[src/rtl/operand_fetch_pkg.sv]
// Operand fetch shared types and field positions.
// Widths, register index type and the issued bundle layout.
package operand_fetch_pkg;

  localparam int XLEN  = 64;
  localparam int NREGS = 32;
  localparam int RAW   = 5;

  localparam int RD_LSB  = 7;
  localparam int RS1_LSB = 15;
  localparam int RS2_LSB = 20;

  typedef logic [RAW-1:0] reg_idx_t;

  typedef struct packed {
    logic [31:0]     instr;
    logic            rd_we;
    logic [XLEN-1:0] op1;
    logic [XLEN-1:0] op2;
  } of_ex_t;

  function automatic reg_idx_t rs1_of(
    input logic [31:0] i
  );
    return i[RS1_LSB +: RAW];
  endfunction

  function automatic reg_idx_t rs2_of(
    input logic [31:0] i
  );
    return i[RS2_LSB +: RAW];
  endfunction

  function automatic reg_idx_t rd_of(
    input logic [31:0] i
  );
    return i[RD_LSB +: RAW];
  endfunction

endpackage

[src/rtl/operand_fetch_if.sv]
// Operand fetch bus: upstream/downstream handshakes,
// register-file read port and the writeback port.
interface operand_fetch_if;
  import operand_fetch_pkg::*;

  logic            in_valid;
  logic            in_ready;
  logic [31:0]     in_instr;
  logic            in_rd_we;

  reg_idx_t        ra1;
  reg_idx_t        ra2;
  logic [XLEN-1:0] rd1;
  logic [XLEN-1:0] rd2;

  logic            wb_we;
  reg_idx_t        wb_wa;
  logic [XLEN-1:0] wb_wd;

  logic            out_valid;
  logic            out_ready;
  logic [31:0]     out_instr;
  logic            out_rd_we;
  logic [XLEN-1:0] out_op1;
  logic [XLEN-1:0] out_op2;

  modport master (
    output in_valid, in_instr, in_rd_we,
    output rd1, rd2,
    output wb_we, wb_wa, wb_wd,
    output out_ready,
    input  in_ready, ra1, ra2,
    input  out_valid, out_instr, out_rd_we,
    input  out_op1, out_op2
  );

  modport slave (
    input  in_valid, in_instr, in_rd_we,
    input  rd1, rd2,
    input  wb_we, wb_wa, wb_wd,
    input  out_ready,
    output in_ready, ra1, ra2,
    output out_valid, out_instr, out_rd_we,
    output out_op1, out_op2
  );

endinterface

[src/rtl/operand_fetch_reg_scoreboard.sv]
// Per-register pending bits for in-flight writers.
// Register 0 is never pending; a set beats a clear.
module reg_scoreboard
  import operand_fetch_pkg::*;
(
  input  logic     clk,
  input  logic     reset,
  input  logic     set_en,
  input  reg_idx_t set_idx,
  input  logic     clr_en,
  input  reg_idx_t clr_idx,
  input  reg_idx_t q1_idx,
  input  reg_idx_t q2_idx,
  output logic     q1_pend,
  output logic     q2_pend
);

  logic [NREGS-1:0] pend;

  // update pending bits; a same-edge set overrides clear
  always_ff @(posedge clk) begin
    if (reset) begin
      pend <= '0;
    end else begin
      for (int i = 0; i < NREGS; i++) begin
        if (i == 0)
          pend[i] <= 1'b0;
        else if (set_en && set_idx == reg_idx_t'(i))
          pend[i] <= 1'b1;
        else if (clr_en && clr_idx == reg_idx_t'(i))
          pend[i] <= 1'b0;
      end
    end
  end

  assign q1_pend = pend[q1_idx];
  assign q2_pend = pend[q2_idx];

endmodule

[src/rtl/operand_fetch.sv]
// Operand fetch stage: scoreboard hazard check and operand register.
// OPERAND_FETCH_BYPASS_EN forwards same-cycle writeback data.
module operand_fetch
  import operand_fetch_pkg::*;
(
  input  logic                 clk,
  input  logic                 reset,
  operand_fetch_if.slave       bus
);

  reg_idx_t        rs1;
  reg_idx_t        rs2;
  reg_idx_t        rd;
  logic            pend1;
  logic            pend2;
  logic            byp1;
  logic            byp2;
  logic            hazard;
  logic            accept;
  logic            set_en;
  logic [XLEN-1:0] op1;
  logic [XLEN-1:0] op2;
  logic            valid_q;
  of_ex_t          q;

  assign rs1 = rs1_of(bus.in_instr);
  assign rs2 = rs2_of(bus.in_instr);
  assign rd  = rd_of(bus.in_instr);

  assign bus.ra1 = rs1;
  assign bus.ra2 = rs2;

`ifdef OPERAND_FETCH_BYPASS_EN
  assign byp1 = bus.wb_we
              && bus.wb_wa != '0
              && bus.wb_wa == rs1;
  assign byp2 = bus.wb_we
              && bus.wb_wa != '0
              && bus.wb_wa == rs2;
`else
  assign byp1 = 1'b0;
  assign byp2 = 1'b0;
`endif

  reg_scoreboard u_sb (
    .clk     (clk),
    .reset   (reset),
    .set_en  (set_en),
    .set_idx (rd),
    .clr_en  (bus.wb_we),
    .clr_idx (bus.wb_wa),
    .q1_idx  (rs1),
    .q2_idx  (rs2),
    .q1_pend (pend1),
    .q2_pend (pend2)
  );

  assign hazard = (rs1 != '0 && pend1 && !byp1)
               || (rs2 != '0 && pend2 && !byp2);

  assign bus.in_ready = !reset && !hazard
                     && (!valid_q || bus.out_ready);

  assign accept = bus.in_valid && bus.in_ready;
  assign set_en = accept && bus.in_rd_we && rd != '0;

  // select operand 1: zero register, bypass, then file
  always_comb begin
    op1 = bus.rd1;
    unique case (1'b1)
      (rs1 == '0): op1 = '0;
      byp1:        op1 = bus.wb_wd;
      default:     op1 = bus.rd1;
    endcase
  end

  // select operand 2: zero register, bypass, then file
  always_comb begin
    op2 = bus.rd2;
    unique case (1'b1)
      (rs2 == '0): op2 = '0;
      byp2:        op2 = bus.wb_wd;
      default:     op2 = bus.rd2;
    endcase
  end

  // output bundle: load on accept, drop when consumed
  always_ff @(posedge clk) begin
    if (reset) begin
      valid_q <= 1'b0;
      q       <= '0;
    end else if (accept) begin
      valid_q  <= 1'b1;
      q.instr  <= bus.in_instr;
      q.rd_we  <= bus.in_rd_we;
      q.op1    <= op1;
      q.op2    <= op2;
    end else if (bus.out_ready) begin
      valid_q <= 1'b0;
    end
  end

  assign bus.out_valid = valid_q;
  assign bus.out_instr = q.instr;
  assign bus.out_rd_we = q.rd_we;
  assign bus.out_op1   = q.op1;
  assign bus.out_op2   = q.op2;

endmodule
[src/flat_wrapper.sv]
// flat-port wrapper written by rule: the top's interface ports become plain ports
module operand_fetch_flat import operand_fetch_pkg::*;
  (clk, reset, bus_in_valid, bus_in_instr, bus_in_rd_we, bus_rd1, bus_rd2, bus_wb_we, bus_wb_wa, bus_wb_wd, bus_out_ready, bus_in_ready, bus_ra1, bus_ra2, bus_out_valid, bus_out_instr, bus_out_rd_we, bus_out_op1, bus_out_op2);
  operand_fetch_if bus_i ();
  input  logic clk;
  input  logic reset;
  input wire logic [$bits(bus_i.in_valid)-1:0] bus_in_valid;
  input wire logic [$bits(bus_i.in_instr)-1:0] bus_in_instr;
  input wire logic [$bits(bus_i.in_rd_we)-1:0] bus_in_rd_we;
  input wire logic [$bits(bus_i.rd1)-1:0] bus_rd1;
  input wire logic [$bits(bus_i.rd2)-1:0] bus_rd2;
  input wire logic [$bits(bus_i.wb_we)-1:0] bus_wb_we;
  input wire logic [$bits(bus_i.wb_wa)-1:0] bus_wb_wa;
  input wire logic [$bits(bus_i.wb_wd)-1:0] bus_wb_wd;
  input wire logic [$bits(bus_i.out_ready)-1:0] bus_out_ready;
  output wire logic [$bits(bus_i.in_ready)-1:0] bus_in_ready;
  output wire logic [$bits(bus_i.ra1)-1:0] bus_ra1;
  output wire logic [$bits(bus_i.ra2)-1:0] bus_ra2;
  output wire logic [$bits(bus_i.out_valid)-1:0] bus_out_valid;
  output wire logic [$bits(bus_i.out_instr)-1:0] bus_out_instr;
  output wire logic [$bits(bus_i.out_rd_we)-1:0] bus_out_rd_we;
  output wire logic [$bits(bus_i.out_op1)-1:0] bus_out_op1;
  output wire logic [$bits(bus_i.out_op2)-1:0] bus_out_op2;
  assign bus_i.in_valid = bus_in_valid;
  assign bus_i.in_instr = bus_in_instr;
  assign bus_i.in_rd_we = bus_in_rd_we;
  assign bus_i.rd1 = bus_rd1;
  assign bus_i.rd2 = bus_rd2;
  assign bus_i.wb_we = bus_wb_we;
  assign bus_i.wb_wa = bus_wb_wa;
  assign bus_i.wb_wd = bus_wb_wd;
  assign bus_i.out_ready = bus_out_ready;
  assign bus_in_ready = bus_i.in_ready;
  assign bus_ra1 = bus_i.ra1;
  assign bus_ra2 = bus_i.ra2;
  assign bus_out_valid = bus_i.out_valid;
  assign bus_out_instr = bus_i.out_instr;
  assign bus_out_rd_we = bus_i.out_rd_we;
  assign bus_out_op1 = bus_i.out_op1;
  assign bus_out_op2 = bus_i.out_op2;
  operand_fetch u_core (.clk(clk), .reset(reset), .bus(bus_i));
endmodule
[config.mk]
export PLATFORM = sky130hd
export DESIGN_NAME = operand_fetch_flat
export DESIGN_NICKNAME = d
export VERILOG_FILES = /design/src/rtl/operand_fetch_pkg.sv /design/src/rtl/operand_fetch_if.sv /design/src/rtl/operand_fetch_reg_scoreboard.sv /design/src/rtl/operand_fetch.sv /design/src/flat_wrapper.sv
export SDC_FILE = /design/constraint.sdc
export NUM_CORES = 1
export LEC_CHECK = 0
export BUFFER_PORTS_ARGS = -buffer_cell sky130_fd_sc_hd__buf_2
export CORE_AREA = 8 8 151 153
export CTS_CLUSTER_SIZE = 28
export DETAILED_ROUTE_END_ITERATION = 6
export DIE_AREA = 0 0 159 161
export PLACE_DENSITY = 0.69
export SETUP_SLACK_MARGIN = 0.2
export SLEW_MARGIN = 20
export SYNTH_ARGS = -nofsm -noshare
export SYNTH_HDL_FRONTEND = slang
export SYNTH_SLANG_ARGS = --single-unit
[constraint.sdc]
create_clock -name clk -period 3.7 [get_ports clk]
set_clock_uncertainty 0.2 [all_clocks]
set_input_delay 0.74 -clock clk [delete_from_list [all_inputs] [get_ports clk]]
set_output_delay 0.74 -clock clk [all_outputs]
set_load 0.1 [all_outputs]
==> out/results.ini, run 1 <==
[synth]
yosys_register_bits=193
ys_seq_area_frac=0.5086
netlist_area_mm2=0.007597
synthCells=663
ys_types=49
synth_edf_count=0
async_flop_share=0
syn-mean-instance-area_um2=11.46
yosys_warnings=0
synth_nets=898
dominantRegCellSynth=dfxtp_1

[cells_and_area]
fillers=1923
drive_gt1_frac=0.4526
areaGrowthSynthToFinish_pct=31.64
nets=1192
stdcell_area_mm2=0.01000

[floorplan]
ios=408
start_util=0.3696
die_w_um=159
fp.dieArea_mm2=0.02560
die_y_um=161
rows=53
fp.coreArea_mm2=0.02056

[timing]
fmax_ghz=0.2990
rsz0062_at_grt=false
period_share=0.9040
final.setup.tns_ns=0
setup-violations-final=0
setup_ws_ns=0.3554
relSlewSlack=0.5472
layout_min_cycle_time_ns=3.345
worst_slew_pin_slew_ns=0.6793
maxSlewViolCount=0
finalHoldViolations=0

[grt]
grt_util_all_layers=0.1833
grt_pass1_wl_mm=37.78
antenna_found_initial=3
grt_pass1_vias=6569
grt_max_degree=129
grt_overflow=0

[routing]
met3_length_mm=2.235
drtPass1Iterations=5
wire_per_inst_um=19.73
routed_via_density=5.426
wl_met2_mm=11.81
wl_met1_mm=10.08
top_layer=met5
drc=0
wirelength_mm=24.59
drt_iter0_markers=619
vias=6761
drtAntennaViolNets=0

[placed_design]
portBuffers=343
post_dp_cell_area_mm2=0.009385
dp_hpwl_mm=18.36
gp_congestion=0.8584
pre_cts_ws_ns=0.3550

[cts]
clkLatencyLatePin_ns=0.43
cts.clk_slew.worst_paths_ns=0.08
cts_sinks=193
clockBufferDepth=2
cts-root-buf=clkbuf_16
cts_made_buffers=17
ctsHoldBuffers=0
cts_htree_levels=4
cts_resized=0
postCtsSetupRepairBufs=0
cts_tree=done

[setup_path]
rr_worst_depth=7
path_max_fanout=5
crit_start=bus_in_instr[16]
reg2reg_slack_ns=0.97
crit_end=bus_in_ready
r2r-end=u_core.u_sb.pend[7]
worst_ep_arrival_time_ns=2.40
cp-end-kind=output pin
crit_type=in2out
cp-start-kind=input pin
regToRegStartpoint=u_core.u_sb.pend[23]
critPathRequiredTime_ns=2.76

[run]
cap_violations=0

[power]
irDropWorstVdd_mv=0.2838
p_per_area_mw_per_mm2=542.9
p_leak_uw=0.004503

[worst_hold_path]
hold_path_class=reg2reg

[run_status]
status=finished clean

where the power goes:
group	total, uW	internal, uW	leakage (uW)	switching (uW)
clock network	1860	923	0.000298	939
logic	1350	275	0.00264	1070
registers	2220	2180	0.00157	44.6
total	5430	3370	0.00450	2060
sequential cells by signal (all words and copies together), names as in the netlist:
| signal | flops |
|---|---|
| u_core.bus.out_rd_we | 1 |
| u_core.bus.out_op2 | 64 |
| u_core.bus.out_valid | 1 |
| u_core.bus.out_instr | 32 |
| u_core.bus.out_op1 | 64 |
| u_core.u_sb.pend | 31 |
worst min path at each step:
stage / from / end / slack (ns) / cells after the start
2_1_floorplan: u_core.u_sb.pend[5] / u_core.u_sb.pend[5] / 0.25 / 2
3_3_place_gp: u_core.bus.out_op2[32] / u_core.bus.out_op2[32] / 0.24 / 1
3_5_place_dp: u_core.bus.out_op2[8] / u_core.bus.out_op2[8] / 0.25 / 1
4_1_cts: u_core.bus.out_instr[7] / u_core.bus.out_instr[7] / 0.26 / 2
5_1_grt: u_core.bus.out_instr[7] / u_core.bus.out_instr[7] / 0.27 / 2
6_report: u_core.bus.out_instr[10] / u_core.bus.out_instr[10] / 0.26 / 2
cells in the final DEF (no fill, tap or decap), types with 2 or more instances in the layout:
| cell type | count |
|---|---|
| clkinv_8 | 6 |
| buf_2 | 342 |
| a32o_1 | 129 |
| and3_1 | 5 |
| dfxtp_1 | 193 |
| clkinv_4 | 2 |
| mux4_2 | 8 |
| nand2b_1 | 8 |
| inv_6 | 2 |
| clkbuf_16 | 17 |
| o211ai_1 | 11 |
| inv_8 | 3 |
| mux2_2 | 22 |
| or3_1 | 2 |
| nor2_1 | 15 |
| nand4_1 | 3 |
| inv_1 | 8 |
| a211oi_1 | 3 |
| nor2b_1 | 31 |
| buf_12 | 5 |
| o21ai_0 | 2 |
| nand2_1 | 28 |
| or2_2 | 2 |
| nand3_1 | 23 |
| o31ai_1 | 30 |
| mux2i_1 | 13 |
| buf_4 | 8 |
| nor3_1 | 3 |
| mux2_4 | 8 |
| o311ai_0 | 8 |
Yosys cell counts, types with 6 or more instances:
cell | number | area [um2]
a32o_1 | 129 | 1291
and3_1 | 6 | 37.54
buf_2 | 21 | 105.1
buf_4 | 11 | 82.58
buf_6 | 14 | 157.7
clkbuf_1 | 32 | 120.1
dfxtp_1 | 193 | 3864
inv_1 | 9 | 33.78
mux2_2 | 22 | 247.7
mux2_4 | 8 | 120.1
mux2i_1 | 13 | 130.1
mux4_2 | 8 | 180.2
nand2_1 | 28 | 105.1
nand2b_1 | 8 | 50.05
nand3_1 | 24 | 120.1
nor2_1 | 16 | 60.06
nor2b_1 | 31 | 193.9
o211ai_1 | 11 | 82.58
o311ai_0 | 8 | 70.07
o31ai_1 | 30 | 225.2
cells by family (layout without fill, tap and decap cells):
logic type | after synthesis | count (layout) | share of synthesized area
compound gates | 195 | 195 | 0.2395
flops | 193 | 193 | 0.5086
simple gates | 133 | 133 | 0.09404
buf+inv | 90 | 397 | 0.06719
mux | 52 | 52 | 0.09074
other cells | 0 | 1 | 0
area by class of cell:
cell class	count	area (um2)	area share
antenna	1	2.502	0.0002502
clock buffer	17	425.4	0.04254
clock inverter	15	187.7	0.01877
inverter	10	37.54	0.003753
multi-input combinational	380	3268	0.3268
sequential	193	3864	0.3863
tap	275	344.1	0.03441
timing repair buffer	355	1872	0.1872
metal layers:
metal | global-route usage | up-vias
met4 | 0.06132 | 4
met1 | 0.2252 | 3222
li1 | - | 3177
met3 | 0.06032 | 32
met2 | 0.2982 | 326
met5 | 0 | -
worst max-delay path, cell delays in order:
cell and delay, ns:
buf_2 0.17, mux4_2 0.51, o22ai_1 0.24, nor4b_2 0.10, a311oi_4 0.21, and2_2 0.23
buf_12 0.18
metrics by stage:
stage,hold WS (ns),power [uW],std cells,utilization
3_5_place_dp,0.2482,3623,1213,0.4565
3_3_place_gp,0.2413,3613,1213,0.4565
5_1_grt,0.2692,5632,1246,0.4865
2_1_floorplan,0.2515,3342,663,-
6_report,0.2600,5430,1246,0.4865
4_1_cts,0.2637,5497,1245,0.4864
Note: power is estimated with default switching activity, not from simulation.
==> inputs of run 2 (changes only) <==
--- a/config.mk
+++ b/config.mk
@@ -10,7 +10,7 @@
 export CTS_CLUSTER_SIZE = 28
 export DETAILED_ROUTE_END_ITERATION = 6
 export DIE_AREA = 0 0 159 161
-export PLACE_DENSITY = 0.69
+export PLACE_DENSITY = 0.7
 export SETUP_SLACK_MARGIN = 0.2
 export SLEW_MARGIN = 20
 export SYNTH_ARGS = -nofsm -noshare
==> run 2 against run 1 <==
Sequential power hardly changed. Via count is 0.84% higher. Die area stayed put. Global-route usage is 0.35 points higher. Critical endpoint unchanged. Largest cell class unchanged. Highest routed layer unchanged.
==> out/results.ini, run 2 (synthesis gave the netlist of run 1 again) <==
[cells_and_area]
mostFrequentLayoutCells=buf_2 (342), dfxtp_1 (193), a32o_1 (129), nor2b_1 (31), o31ai_1 (30)
fillers=1914
regArea_mm2=0.003864
nets=1200
areaGrowthSynthToFinish_pct=32.82
multi_input_area_mm2=0.003268
layout_commonest_cell=buf_2
drive_gt1_frac=0.4560

[setup_path]
reg2reg_slack_ns=0.99
r2r-end=u_core.bus.out_op2[63]
rr_worst_depth=8
critPathTopFamily=multiplexers
path_max_fanout=8
cp_slowest_stage_delay_ns=0.52
path_cells=buf_2 > mux4_2 > o22ai_1 > nor4b_2 > a311oi_4 > and2_2 > buf_12
crit_buf_inv=2
critPathRequiredTime_ns=2.76
crit_type=in2out
cpMaxStageDelayCell=mux4_2
cp-end-kind=output pin
regToRegStartpoint=u_core.u_sb.pend[23]
worst_ep_arrival_time_ns=2.43
cp-start-kind=input pin

[routing]
drtAntennaViolNets=0
drtPass1Iterations=5
wirelength_mm=24.98
routed_via_density=5.433
wire_per_inst_um=19.90
vias=6818
drt_iter0_markers=703
drc=0

[floorplan]
die_y_um=161
start_util=0.3696
fp.dieArea_mm2=0.02560
die_w_um=159
ios=408
fp.coreArea_mm2=0.02056
rows=53

[power]
p_leak_uw=0.004549
irDropWorstVdd_mv=0.2979
p_per_area_mw_per_mm2=540.1

[cts]
clockBufferDepth=2
cts_resized=0
cts-root-buf=clkbuf_16
cts_tree=done
clkLatencyLatePin_ns=0.43
cts_made_buffers=17
postCtsSetupRepairBufs=0
cts.clk_slew.worst_paths_ns=0.08
ctsHoldBuffers=0
cts_htree_levels=4
cts_sinks=193

[timing]
relSlewSlack=0.3586
rsz0062_at_grt=false
final.setup.tns_ns=0
maxSlewViolCount=0
worst_slew_pin_slew_ns=0.9611
fmax_ghz=0.2970
layout_min_cycle_time_ns=3.367
setup_ws_ns=0.3328
period_share=0.9100
setup-violations-final=0
finalHoldViolations=0

[placed_design]
gp_congestion=0.8793
portBuffers=343
pre_cts_ws_ns=0.3090
dp_hpwl_mm=18.87

[worst_hold_path]
hold_path_class=reg2reg
hold_start=u_core.bus.out_instr[9]
holdPathStages=2
min_to=u_core.bus.out_instr[9]

[run_status]
status=finished clean

[grt]
grt_util_all_layers=0.1868
grt_pass1_wl_mm=38.54
antenna_found_initial=4
grt_pass1_vias=6590
grt_max_degree=65
grt_overflow=0

[run]
cap_violations=0

run 2: through the flow:
stage | power, uW | instances | hold slack (ns) | cell area (um2) | util
global route | 5668 | 1255 | 0.2735 | 10090 | 0.4909
CTS | 5510 | 1253 | 0.2648 | 10090 | 0.4906
finish | 5450 | 1255 | 0.2602 | 10090 | 0.4909
floorplan | 3342 | 663 | 0.2515 | 7599 | -
detailed placement | 3641 | 1221 | 0.2490 | 9470 | 0.4607
global placement | 3628 | 1221 | 0.2410 | 9470 | 0.4607
run 2: area by class of cell:
| cell class | count | area share |
|---|---|---|
| inverters | 10 | 0.003720 |
| clock buffers | 17 | 0.04216 |
| well taps | 275 | 0.03410 |
| multi-input cells | 380 | 0.3239 |
| flip-flops and latches | 193 | 0.3829 |
| diodes | 2 | 0.0004960 |
| repair buffers | 363 | 0.1939 |
| clock inverters | 15 | 0.01885 |
run 2: where the power goes:
part	total, uW	internal [uW]	switching, uW
combinational	1360	287	1080
sequential	2220	2180	44.8
clock	1860	924	940
total	5450	3390	2060
run 2: routing by layer:
| layer | global-route usage | vias up | share of wire |
|---|---|---|---|
| met3 | 0.06668 | 31 | 0.088 |
| met2 | 0.3032 | 304 | 0.47 |
| li1 | - | 3208 | - |
| met4 | 0.06561 | 2 | 0.023 |
| met5 | 0 | - | 0.00072 |
| met1 | 0.2258 | 3273 | 0.41 |
run 2: how the worst max path moves through the flow:
stage / startpoint / to / slack, ns / depth (start not counted)
2_1_floorplan: bus_in_instr[15] / bus_in_ready / 0.34 / 6
3_3_place_gp: bus_in_instr[16] / bus_in_ready / 0.35 / 7
3_5_place_dp: bus_in_instr[16] / u_core.bus.out_op2[63] / 0.31 / 9
4_1_cts: bus_in_instr[16] / bus_in_ready / 0.32 / 7
5_1_grt: bus_in_instr[16] / bus_in_ready / 0.21 / 7
6_report: bus_in_instr[16] / bus_in_ready / 0.33 / 7
run 2: tightest hold or removal path, stage by stage (launching register included):
cell and delay [ns]:
dfxtp_1 0.31, nand2_1 0.05, mux2i_1 0.05
